$ cat src/rtl/spi_pkg.sv
// ---------------------------------------------------------------------------
// spi_pkg
// Shared definitions for the SPI serial-clock / transfer-timing engine.
//   - default widths for the divider, bit-count and CS delay fields
//   - transfer FSM state encoding
//   - the latched {cpol, cpha} mode pair
//   - a helper that decodes which strobe an SCK edge produces
// ---------------------------------------------------------------------------
package spi_pkg;

  localparam int DIV_WIDTH_DEF = 16;
  localparam int CNT_WIDTH_DEF = 6;
  localparam int DLY_WIDTH_DEF = 4;

  typedef enum logic [1:0] {
    ST_IDLE = 2'd0,
    ST_LEAD = 2'd1,
    ST_XFER = 2'd2,
    ST_LAG  = 2'd3
  } state_e;

  typedef struct packed {
    logic cpol;
    logic cpha;
  } spi_mode_t;

  typedef struct packed {
    logic sample;
    logic shift;
  } edge_strobe_t;

  // Leading edges are the even-numbered ones. With CPHA=0 the slave has
  // already driven the first bit before SCK starts, so we sample on leading
  // edges and shift on trailing ones; the final trailing edge has no next
  // bit to present. CPHA=1 is the mirror image.
  function automatic edge_strobe_t edge_strobes(input logic cpha,
                                                input logic trailing,
                                                input logic last_edge);
    edge_strobe_t s;
    if (!cpha) begin
      s.sample = ~trailing;
      s.shift  = trailing & ~last_edge;
    end else begin
      s.sample = trailing;
      s.shift  = ~trailing;
    end
    return s;
  endfunction

endpackage

$ cat src/rtl/spi_div_tick.sv
// ---------------------------------------------------------------------------
// spi_div_tick
// Reloadable down-counter that produces the half-period tick for the SPI
// engine. One instance serves the LEAD, XFER and LAG phases.
// Ports:
//   clk_i     system clock
//   rst_n_i   asynchronous active-low reset
//   reload_i  force the counter to div_i this cycle
//   en_i      tick qualifier; tick_o is only asserted while enabled
//   div_i     reload value (half-period minus one)
//   tick_o    high in the cycle the counter reaches zero while enabled
// ---------------------------------------------------------------------------
module spi_div_tick
  import spi_pkg::*;
#(
  parameter int DIV_WIDTH = DIV_WIDTH_DEF
) (
  input  logic                 clk_i,
  input  logic                 rst_n_i,
  input  logic                 reload_i,
  input  logic                 en_i,
  input  logic [DIV_WIDTH-1:0] div_i,
  output logic                 tick_o
);

  localparam logic [DIV_WIDTH-1:0] ONE_DIV = DIV_WIDTH'(1);

  logic [DIV_WIDTH-1:0] cnt_q;
  logic [DIV_WIDTH-1:0] cnt_d;
  logic                 at_zero;

  assign at_zero = (cnt_q == '0);
  assign tick_o  = en_i & at_zero;

  // Reaching zero always reloads, so the counter never wraps through the
  // top of its range; a div_i of zero therefore ticks every cycle.
  always_comb begin
    cnt_d = cnt_q;
    if (reload_i || at_zero) begin
      cnt_d = div_i;
    end else if (en_i) begin
      cnt_d = cnt_q - ONE_DIV;
    end
  end

  always_ff @(posedge clk_i or negedge rst_n_i) begin
    if (!rst_n_i) begin
      cnt_q <= '0;
    end else begin
      cnt_q <= cnt_d;
    end
  end

endmodule

$ cat src/rtl/spi_sck_gen.sv
// ---------------------------------------------------------------------------
// spi_sck_gen
// SPI master serial-clock and transfer-timing engine. On a start request it
// latches the transfer configuration, drops chip select, waits a lead gap,
// emits 2N SCK edges with sample/shift strobes, waits a lag gap, then raises
// chip select and pulses done.
// Ports:
//   clk_i      system clock
//   rst_n_i    asynchronous active-low reset
//   start_i    start request, honoured only when idle
//   abort_i    abandon the current transfer (no done pulse)
//   cpol_i     SCK idle level
//   cpha_i     0: sample on leading edge, 1: shift on leading edge
//   clk_div_i  half-period minus one, in clk_i cycles
//   bit_num_i  bits per transfer, 0 selects 2^CNT_WIDTH
//   cs_dly_i   CS lead and lag gap in half-periods, 0 behaves as 1
//   busy_o     transfer in progress
//   cs_n_o     chip select, active low
//   sck_o      serial clock
//   load_o     one-cycle pulse: present the first MOSI bit
//   sample_o   one-cycle pulse: capture MISO
//   shift_o    one-cycle pulse: advance MOSI
//   done_o     one-cycle pulse at the end of a completed transfer
// ---------------------------------------------------------------------------
module spi_sck_gen
  import spi_pkg::*;
#(
  parameter int DIV_WIDTH = DIV_WIDTH_DEF,
  parameter int CNT_WIDTH = CNT_WIDTH_DEF,
  parameter int DLY_WIDTH = DLY_WIDTH_DEF
) (
  input  logic                 clk_i,
  input  logic                 rst_n_i,
  input  logic                 start_i,
  input  logic                 abort_i,
  input  logic                 cpol_i,
  input  logic                 cpha_i,
  input  logic [DIV_WIDTH-1:0] clk_div_i,
  input  logic [CNT_WIDTH-1:0] bit_num_i,
  input  logic [DLY_WIDTH-1:0] cs_dly_i,
  output logic                 busy_o,
  output logic                 cs_n_o,
  output logic                 sck_o,
  output logic                 load_o,
  output logic                 sample_o,
  output logic                 shift_o,
  output logic                 done_o
);

  // Edge indices run 0..2N-1, which needs one bit more than the bit count.
  localparam int EW = CNT_WIDTH + 1;
  localparam logic [EW-1:0]        ONE_EDGE = EW'(1);
  localparam logic [DLY_WIDTH-1:0] ONE_DLY  = DLY_WIDTH'(1);

  state_e               state_q,     state_d;
  spi_mode_t            mode_q,      mode_d;
  logic [DIV_WIDTH-1:0] clk_div_q,   clk_div_d;
  logic [EW-1:0]        last_edge_q, last_edge_d;
  logic [DLY_WIDTH-1:0] dly_last_q,  dly_last_d;
  logic [EW-1:0]        edge_cnt_q,  edge_cnt_d;
  logic [DLY_WIDTH-1:0] dly_cnt_q,   dly_cnt_d;

  logic sck_q,    sck_d;
  logic cs_n_q,   cs_n_d;
  logic busy_q,   busy_d;
  logic load_q,   load_d;
  logic sample_q, sample_d;
  logic shift_q,  shift_d;
  logic done_q,   done_d;

  logic                 tick;
  logic                 div_reload;
  logic [DIV_WIDTH-1:0] div_val;
  logic                 start_ok;
  logic                 edge_fire;
  logic [EW-1:0]        edge_idx;
  edge_strobe_t         strobe;

  // Abort beats a simultaneous start.
  assign start_ok = (state_q == ST_IDLE) & start_i & ~abort_i;

  // While idle the divider tracks the live input so the first lead
  // half-period already uses the value sampled with start_i; afterwards
  // only the latched copy matters.
  assign div_val    = (state_q == ST_IDLE) ? clk_div_i : clk_div_q;
  assign div_reload = (state_q == ST_IDLE) | (state_d != state_q);

  spi_div_tick #(
    .DIV_WIDTH (DIV_WIDTH)
  ) u_div_tick (
    .clk_i    (clk_i),
    .rst_n_i  (rst_n_i),
    .reload_i (div_reload),
    .en_i     (state_q != ST_IDLE),
    .div_i    (div_val),
    .tick_o   (tick)
  );

  // The final LEAD tick produces edge 0; every XFER tick produces the edge
  // held in the edge counter.
  assign edge_idx = (state_q == ST_LEAD) ? '0 : edge_cnt_q;
  assign strobe   = edge_strobes(mode_q.cpha, edge_idx[0],
                                 edge_idx == last_edge_q);

  // Next-state and output computation. The LEAD->XFER transition coincides
  // with edge 0 and XFER->LAG with the last edge, so each phase boundary
  // is a tick and the divider reload on state entry lines up with it.
  always_comb begin
    state_d     = state_q;
    mode_d      = mode_q;
    clk_div_d   = clk_div_q;
    last_edge_d = last_edge_q;
    dly_last_d  = dly_last_q;
    edge_cnt_d  = edge_cnt_q;
    dly_cnt_d   = dly_cnt_q;
    sck_d       = sck_q;
    cs_n_d      = cs_n_q;
    busy_d      = busy_q;
    load_d      = 1'b0;
    sample_d    = 1'b0;
    shift_d     = 1'b0;
    done_d      = 1'b0;
    edge_fire   = 1'b0;

    case (state_q)
      ST_IDLE: begin
        sck_d  = cpol_i;
        cs_n_d = 1'b1;
        busy_d = 1'b0;
        if (start_ok) begin
          state_d     = ST_LEAD;
          mode_d.cpol = cpol_i;
          mode_d.cpha = cpha_i;
          clk_div_d   = clk_div_i;
          // 2N-1 in EW bits: a bit count of zero wraps to the all-ones
          // index, which is exactly the last edge of a 2^CNT_WIDTH transfer.
          last_edge_d = {bit_num_i, 1'b0} - ONE_EDGE;
          dly_last_d  = (cs_dly_i == '0) ? '0 : (cs_dly_i - ONE_DLY);
          edge_cnt_d  = '0;
          dly_cnt_d   = '0;
          cs_n_d      = 1'b0;
          busy_d      = 1'b1;
          load_d      = 1'b1;
        end
      end

      ST_LEAD: begin
        if (tick) begin
          if (dly_cnt_q == dly_last_q) begin
            state_d    = ST_XFER;
            edge_fire  = 1'b1;
            edge_cnt_d = ONE_EDGE;
          end else begin
            dly_cnt_d = dly_cnt_q + ONE_DLY;
          end
        end
      end

      ST_XFER: begin
        if (tick) begin
          edge_fire = 1'b1;
          if (edge_cnt_q == last_edge_q) begin
            state_d   = ST_LAG;
            dly_cnt_d = '0;
          end else begin
            edge_cnt_d = edge_cnt_q + ONE_EDGE;
          end
        end
      end

      ST_LAG: begin
        if (tick) begin
          if (dly_cnt_q == dly_last_q) begin
            state_d    = ST_IDLE;
            cs_n_d     = 1'b1;
            busy_d     = 1'b0;
            done_d     = 1'b1;
            edge_cnt_d = '0;
            dly_cnt_d  = '0;
          end else begin
            dly_cnt_d = dly_cnt_q + ONE_DLY;
          end
        end
      end

      default: begin
        state_d = ST_IDLE;
      end
    endcase

    if (edge_fire) begin
      sck_d    = ~sck_q;
      sample_d = strobe.sample;
      shift_d  = strobe.shift;
    end

    // Abort drops everything back to idle with SCK parked at the latched
    // polarity; no done pulse is produced.
    if (abort_i && (state_q != ST_IDLE)) begin
      state_d    = ST_IDLE;
      sck_d      = mode_q.cpol;
      cs_n_d     = 1'b1;
      busy_d     = 1'b0;
      load_d     = 1'b0;
      sample_d   = 1'b0;
      shift_d    = 1'b0;
      done_d     = 1'b0;
      edge_cnt_d = '0;
      dly_cnt_d  = '0;
    end
  end

  always_ff @(posedge clk_i or negedge rst_n_i) begin
    if (!rst_n_i) begin
      state_q     <= ST_IDLE;
      mode_q      <= '0;
      clk_div_q   <= '0;
      last_edge_q <= '0;
      dly_last_q  <= '0;
      edge_cnt_q  <= '0;
      dly_cnt_q   <= '0;
      sck_q       <= 1'b0;
      cs_n_q      <= 1'b1;
      busy_q      <= 1'b0;
      load_q      <= 1'b0;
      sample_q    <= 1'b0;
      shift_q     <= 1'b0;
      done_q      <= 1'b0;
    end else begin
      state_q     <= state_d;
      mode_q      <= mode_d;
      clk_div_q   <= clk_div_d;
      last_edge_q <= last_edge_d;
      dly_last_q  <= dly_last_d;
      edge_cnt_q  <= edge_cnt_d;
      dly_cnt_q   <= dly_cnt_d;
      sck_q       <= sck_d;
      cs_n_q      <= cs_n_d;
      busy_q      <= busy_d;
      load_q      <= load_d;
      sample_q    <= sample_d;
      shift_q     <= shift_d;
      done_q      <= done_d;
    end
  end

  assign busy_o   = busy_q;
  assign cs_n_o   = cs_n_q;
  assign sck_o    = sck_q;
  assign load_o   = load_q;
  assign sample_o = sample_q;
  assign shift_o  = shift_q;
  assign done_o   = done_q;

endmodule

$ cat config.mk
export PLATFORM = sky130hd
export DESIGN_NAME = spi_sck_gen
export DESIGN_NICKNAME = d
export VERILOG_FILES = /design/src/rtl/spi_pkg.sv /design/src/rtl/spi_div_tick.sv /design/src/rtl/spi_sck_gen.sv
export SDC_FILE = /design/constraint.sdc
export NUM_CORES = 1
export LEC_CHECK = 0
export ABC_CLOCK_PERIOD_IN_PS = 2400
export CAP_MARGIN = 20
export CORE_MARGIN = 8
export CORE_UTILIZATION = 57
export CTS_CLUSTER_SIZE = 25
export DETAILED_ROUTE_END_ITERATION = 7
export GPL_ROUTABILITY_DRIVEN = 0
export PLACE_DENSITY = 0.85
export SLEW_MARGIN = 25
export SYNTH_ARGS = -nofsm -noshare
export SYNTH_HDL_FRONTEND = slang
export SYNTH_SLANG_ARGS = --single-unit
$ cat constraint.sdc
create_clock -name clk_i -period 2.4 [get_ports clk_i]
set_input_delay 0.6 -clock clk_i [delete_from_list [all_inputs] [get_ports clk_i]]
set_output_delay 0.6 -clock clk_i [all_outputs]
set_load 0.02 [all_outputs]
# After elaboration in Yosys (flattened, before gate mapping)
# Cells that the tools add are included.
word_totals:
  ff_bits: 65
  output_inout_bits: 7
  elab_cells: 117
op_classes:
  addsub: 5
  eq_ne: 16
  n_mux: 58
  n_bitwise: 9
  n_reduce_logical: 13
ops:
  columns: ["cell", "count"]
  rows:
  - ["two-way mux 7 bit", 9]
  - ["two-way mux 16 bit", 3]
  - ["two-way mux 4 bit", 9]
  - ["case mux 7 bit (4 select lines)", 1]
  - ["two-way mux 1 bit", 22]
  - ["two-way mux 2 bit", 9]
  - ["logical NOT 16 bit", 1]
  - ["case mux 4 bit (4 select lines)", 1]
  - ["subtractor 16 x 1 -> 16 bit, second input constant", 1]
  - ["!= test 3 bit, second input constant", 5]
  - ["equality test 7 bit", 2]
  - ["!= test 3 x 2 -> 1 bit, second input constant", 3]
  - ["case mux 2 bit (4 select lines)", 1]
  - ["adder 7 x 1 -> 7 bit, second input constant", 1]
  - ["AND reduction 7 bit", 1]
  - ["subtractor 7 x 1 -> 7 bit, second input constant", 1]
  - ["case mux 1 bit (2 select lines)", 3]
  - ["AND reduction 6 bit", 1]
  - ["nonzero test 3 bit", 2]
  - ["adder 4 x 1 -> 4 bit, second input constant", 1]
  - ["AND 1 bit", 4]
  - ["equality test 2 bit, second input constant", 2]
  - ["equality test 4 bit", 1]
  - ["logical NOT 4 bit", 1]
  - ["12 further kinds", 16]

# Logic depth before layout (Yosys ltp)
# Gate-level depths: netlist of run 1.
logic_depth:
  ltp_word: 10
  mapped_depth: 10
  ltp_nobuf: 8

# Modules after synthesis
# Synthesis of run 1 repeated with hierarchy kept, for this count alone.
unflattened:
  hier_cells: 410
  area_unflattened_um2: 3981.3
modules_own_cells:
  columns: ["mod", "instances", "cells_each", "area_each_um2", "seq_area_each_um2"]
  rows:
  - ["spi_sck_gen", 1, 313, 2887.8, 1227.4]
  - ["spi_div_tick", 1, 97, 1093.5, 400.4]

# Worst setup path before layout of run 1
# Ideal clock, no wire load.
synth_timing:
  path_kind: "register to register"
  startpoint: "reg state_q[1]"
  endpoint: "reg edge_cnt_q[3]"
  setup_ns: 0.121
  arrival_time_ns: 1.915
  required_ns: 2.279
  setup_slack_ns: 0.365
  path_stages_with_launch: 10
  path_cell_list: "dfrtp_1 -> inv_1 -> ha_1 -> clkbuf_1 -> nor2b_1 -> nor2_1 -> a21oi_4 -> o21a_2 -> o21ai_1 -> a22o_1"
synth_between:
  elab_chain_cells: 5
  word_cells_on_any_way: 19
  classes_between: "eq/ne (10); mux (2); bitwise (3); reduce/logical (4)"
synth_rtl:
  columns: ["element", "line_no", "text"]
  rows:
  - ["from (decl)", "spi_sck_gen.sv:55", "state_e state_q, state_d;"]
  - ["from (signal assigned)", "spi_sck_gen.sv:230", "state_q <= state_d;"]
  - ["logical NOT 2 bit", "spi_sck_gen.sv:80, spi_sck_gen.sv:125", null]
  - ["AND 1 bit (2 in series)", "spi_sck_gen.sv:80", "assign start_ok = (state_q == ST_IDLE) & start_i & ~abort_i;"]
  - ["!= test 3 x 2 -> 1 bit (no source line)", null, null]
  - ["AND reduction 7 bit (no source line)", null, null]
  - ["to (signal assigned)", "spi_sck_gen.sv:235", "edge_cnt_q <= edge_cnt_d;"]
  - ["to (decl)", "spi_sck_gen.sv:60", "logic [EW-1:0] edge_cnt_q, edge_cnt_d;"]
# Parallel ways exist; a longest one is shown, timed or not.
# A chain may end at the register's enable or synchronous reset.

# Worst setup path after layout of run 1
layout_timing:
  startpoint: "reg state_q[0]"
  endpoint: "reg edge_cnt_q[4]"
# Same word-level chain as after synthesis.

==> results.py, run 1 <==
metrics = {
    "route": {
        "drtAntennaViolNets": 0,
        "wire_per_inst_microns": 15.3,
        "vias": 3010,
        "firstDrtPassIters": 4,
        "via_per_inst": 5.71,
        "drt_wl_total_microns": 8040,
        "post-route-drc-count": 0,
        "drtIter0Drc": 159,
    },
    "setup_path": {
        "crit_chain": "inv_1 > ha_2 > inv_1 > nor4b_1 > a21boi_2 > o21ai_2 > nor2_2 > a22o_1",
        "slowest_stage": "nor4b_1",
        "required_ns": 2.62,
        "cp.arrival_ns": 2.47,
        "start_kind": "register",
        "r2r_end": "edge_cnt_q[4]",
        "worstReg2RegStart": "state_q[0]",
        "cp_common_cell": "inv_1",
        "end_kind": "register",
        "crit_path_max_incr_delay_ns": 0.46,
        "r2r_cells": 8,
        "reg2reg_slack_ns": 0.15,
        "path_class": "register to register",
        "path_max_fanout": 7,
    },
    "floorplan": {
        "die_x_microns": 95.5,
        "initial_core_util": 0.578,
        "coreArea_sq_mm": 0.00624,
        "ios": 39,
        "dieArea_sq_mm": 0.00913,
        "die_h_microns": 95.5,
        "rows": 29,
    },
    "sta": {
        "finalClockSkew_ns": 0.00900,
        "rsz0062_at_grt": "no",
        "max_slew_margin": 0.603,
        "hold_viol": 0,
        "setup_viol": 0,
        "period_share": 0.939,
        "tightest_slew_ns": 0.595,
        "final.setup.tns_ns": 0,
        "drv_slew": 0,
        "layout_min_cycle_time_ns": 2.25,
        "fmax_mhz": 444,
    },
    "global_routing": {
        "grt_overflow": 0,
        "grt_pass1_wl_microns": 13700,
        "grt_pass1_vias": 2979,
        "antenna_found_initial": 0,
        "grt_max_degree": 42,
        "grt.total_usage": 0.189,
    },
    "outcome": {
        "outcome": "finished clean",
    },
    "logic_synthesis": {
        "postSynth.asyncResetShare": 1.00,
        "syn_nets": 438,
        "synth-edff-count": 0,
        "ys_warn_count": 0,
        "synth_cells": 396,
        "ys_seq_elements": 65,
        "synth_cell_type_count": 55,
        "syn_area_sq_mm": 0.00361,
        "synth.avg_cell_area_sq_um": 9.11,
        "ys.flop_type": "dfrtp_1",
        "yosysSeqAreaShare": 0.451,
    },
    "pwr": {
        "combinationalPowerShare": 0.400,
        "swShare": 0.390,
        "power_leakage_nw": 2.02,
        "vdd_drop_max_uv": 606,
        "p_clk_frac": 0.206,
        "p_int_mw": 2.95,
        "seqPwrFrac": 0.394,
        "p_sw_mw": 1.89,
        "p_per_area_mw_per_mm2": 1110,
    },
    "clocking": {
        "clock_sink_count": 65,
        "cts_tree": "done",
        "holdBufCountCts": 0,
        "clk-insertion-delay-late_ns": 0.34,
        "cts_max_level": 3,
        "cts_buffer_depth": 2,
        "root_buffer": "clkbuf_8",
        "cts_buffers": 9,
        "path_clk_slew_ns": 0.07,
    },
    "layout": {
        "finalCoreUtilization": 0.699,
        "fill_cells": 493,
        "areaGrowthSynthToFinish_pct": 21.0,
        "seqCellArea_sq_mm": 0.00163,
        "multi_input_area_sq_mm": 0.00187,
        "final_nets": 487,
        "n_antenna_cell": 0,
        "postLayoutCellArea_sq_mm": 0.00436,
        "drive_above_1_share": 0.104,
    },
    "placed_design": {
        "dp.final_hpwl_microns": 5780,
        "port_buffers": 38,
        "placed_area_sq_mm": 0.00414,
    },
    "min_path": {
        "hold_class": "input port to async pin",
    },
    "flow_run": {
        "max_cap_viol_count": 0,
    },
}
==> flip-flops by register name, summed over array words and instances (netlist names), 2 cells and up <==
register	cells
dly_cnt_q	4
last_edge_q	7
state_q	2
mode_q	2
u_div_tick.cnt_q	16
edge_cnt_q	7
clk_div_q	16
dly_last_q	4
==> layout by cell type, fill, tap and decap left out, types with 3 or more instances in the layout <==
cell type | netlist | final
a21oi_1 | 22 | 22
a22o_1 | 4 | 4
and3_1 | 4 | 4
buf_4 | 1 | 12
clkbuf_8 | 0 | 9
clkdlybuf4s50_1 | 0 | 37
clkinv_2 | 0 | 3
dfrtp_1 | 64 | 64
ha_1 | 10 | 9
inv_1 | 14 | 14
mux2i_1 | 16 | 16
nand2_1 | 88 | 88
nand2b_1 | 4 | 4
nand3_1 | 9 | 9
nor2_1 | 34 | 34
nor2b_1 | 4 | 4
nor3_1 | 8 | 8
nor3b_1 | 5 | 5
nor4_1 | 4 | 4
nor4_4 | 3 | 3
o21ai_0 | 18 | 18
o21ai_1 | 3 | 3
o31ai_1 | 4 | 4
xnor2_1 | 8 | 8
xor2_1 | 20 | 20
==> metal layers <==
metal,wire length (microns),part of all wire,track usage
met1,3720,0.46,0.241
met2,3790,0.47,0.297
met3,388,0.048,0.0496
met4,137,0.017,0.0832
met5,0,0,0
==> cell families after synthesis <==
kind of cell               count (synthesis)  synth area share
DFF                                       65             0.451
muxes                                     17            0.0475
and+or+nand+nor                          174             0.236
xor gates and xnor gates                  28            0.0680
AOI/OAI and AO/OA                         74             0.131
buffers and inverters                     28            0.0312
adders and majority gates                 10            0.0347
==> power by group through the flow <==
stage	sequential [mW]	combinational (mW)	clock (mW)
4_1_cts	1.90	1.92	1.02
2_1_floorplan	1.86	1.38	0
5_1_grt	1.96	2.15	1.07
3_5_place_dp	1.92	1.90	0
3_3_place_gp	1.89	1.81	0
6_report	1.91	1.93	0.998
==> per-stage QoR <==
| step | power [mW] | instances | hold slack (ns) | setup slack (ns) |
|---|---|---|---|---|
| 5_1_grt | 5.19 | 527 | 0.292 | 0.00971 |
| 4_1_cts | 4.84 | 526 | 0.271 | 0.125 |
| 6_report | 4.84 | 527 | 0.266 | 0.147 |
| 3_5_place_dp | 3.81 | 510 | 0.461 | -0.0104 |
| 2_1_floorplan | 3.23 | 396 | 0.304 | 0.365 |
| 3_3_place_gp | 3.70 | 510 | 0.456 | 0.0685 |
==> how the worst max path moves through the flow <==
stage,from,end
CTS,state_q[0],edge_cnt_q[4]
floorplan,state_q[1],edge_cnt_q[3]
detailed placement,abort_i,u_div_tick.cnt_q[2]
global placement,abort_i,edge_cnt_q[3]
global route,state_q[1],u_div_tick.cnt_q[2]
finish,state_q[0],edge_cnt_q[4]
==> cells in the mapped netlist, types with 5 or more instances <==
cell type	instances	share of area
nor2_1	34	0.035
dfrtp_1	64	0.44
xnor2_1	8	0.019
inv_1	14	0.015
clkbuf_1	8	0.0083
xor2_1	20	0.049
mux2i_1	16	0.044
nand3_1	9	0.012
a21oi_1	22	0.031
o21ai_0	18	0.025
nand2_1	88	0.092
nor3b_1	5	0.010
ha_1	10	0.035
nor3_1	8	0.011
==> area by class of cell <==
cell class                      count  area share
Sequential cell                    65       0.373
Timing Repair Buffer               52       0.116
Clock inverter                      6      0.0189
Inverter                           14      0.0120
Tap cell                           77      0.0221
Multi-Input combinational cell    303       0.429
Clock buffer                       10      0.0292
==> what timing repair did <==
action	in CTS	in global routing
buffers inserted	0	1
setup endpoints to repair	0	4
resized for setup	0	2
==> worst max-delay path, delay by kind of cell (launching register included) <==
| kind | cells | cell delay, ns |
|---|---|---|
| and+or+nand+nor | 2 | 0.55 |
| buffers and inverters | 2 | 0.26 |
| adders and majority gates | 1 | 0.27 |
| AOI/OAI and AO/OA | 3 | 0.61 |
| DFF | 1 | 0.44 |
Note: power is estimated with default switching activity, not from simulation.
==> inputs of run 2 (changes only) <==
Settings changed: ABC_CLOCK_PERIOD_IN_PS 2400 to unset, SKIP_LAST_GASP set to 1.
==> results of run 2 <==
The final DEF is identical to that of run 1; final timing and power are the same.
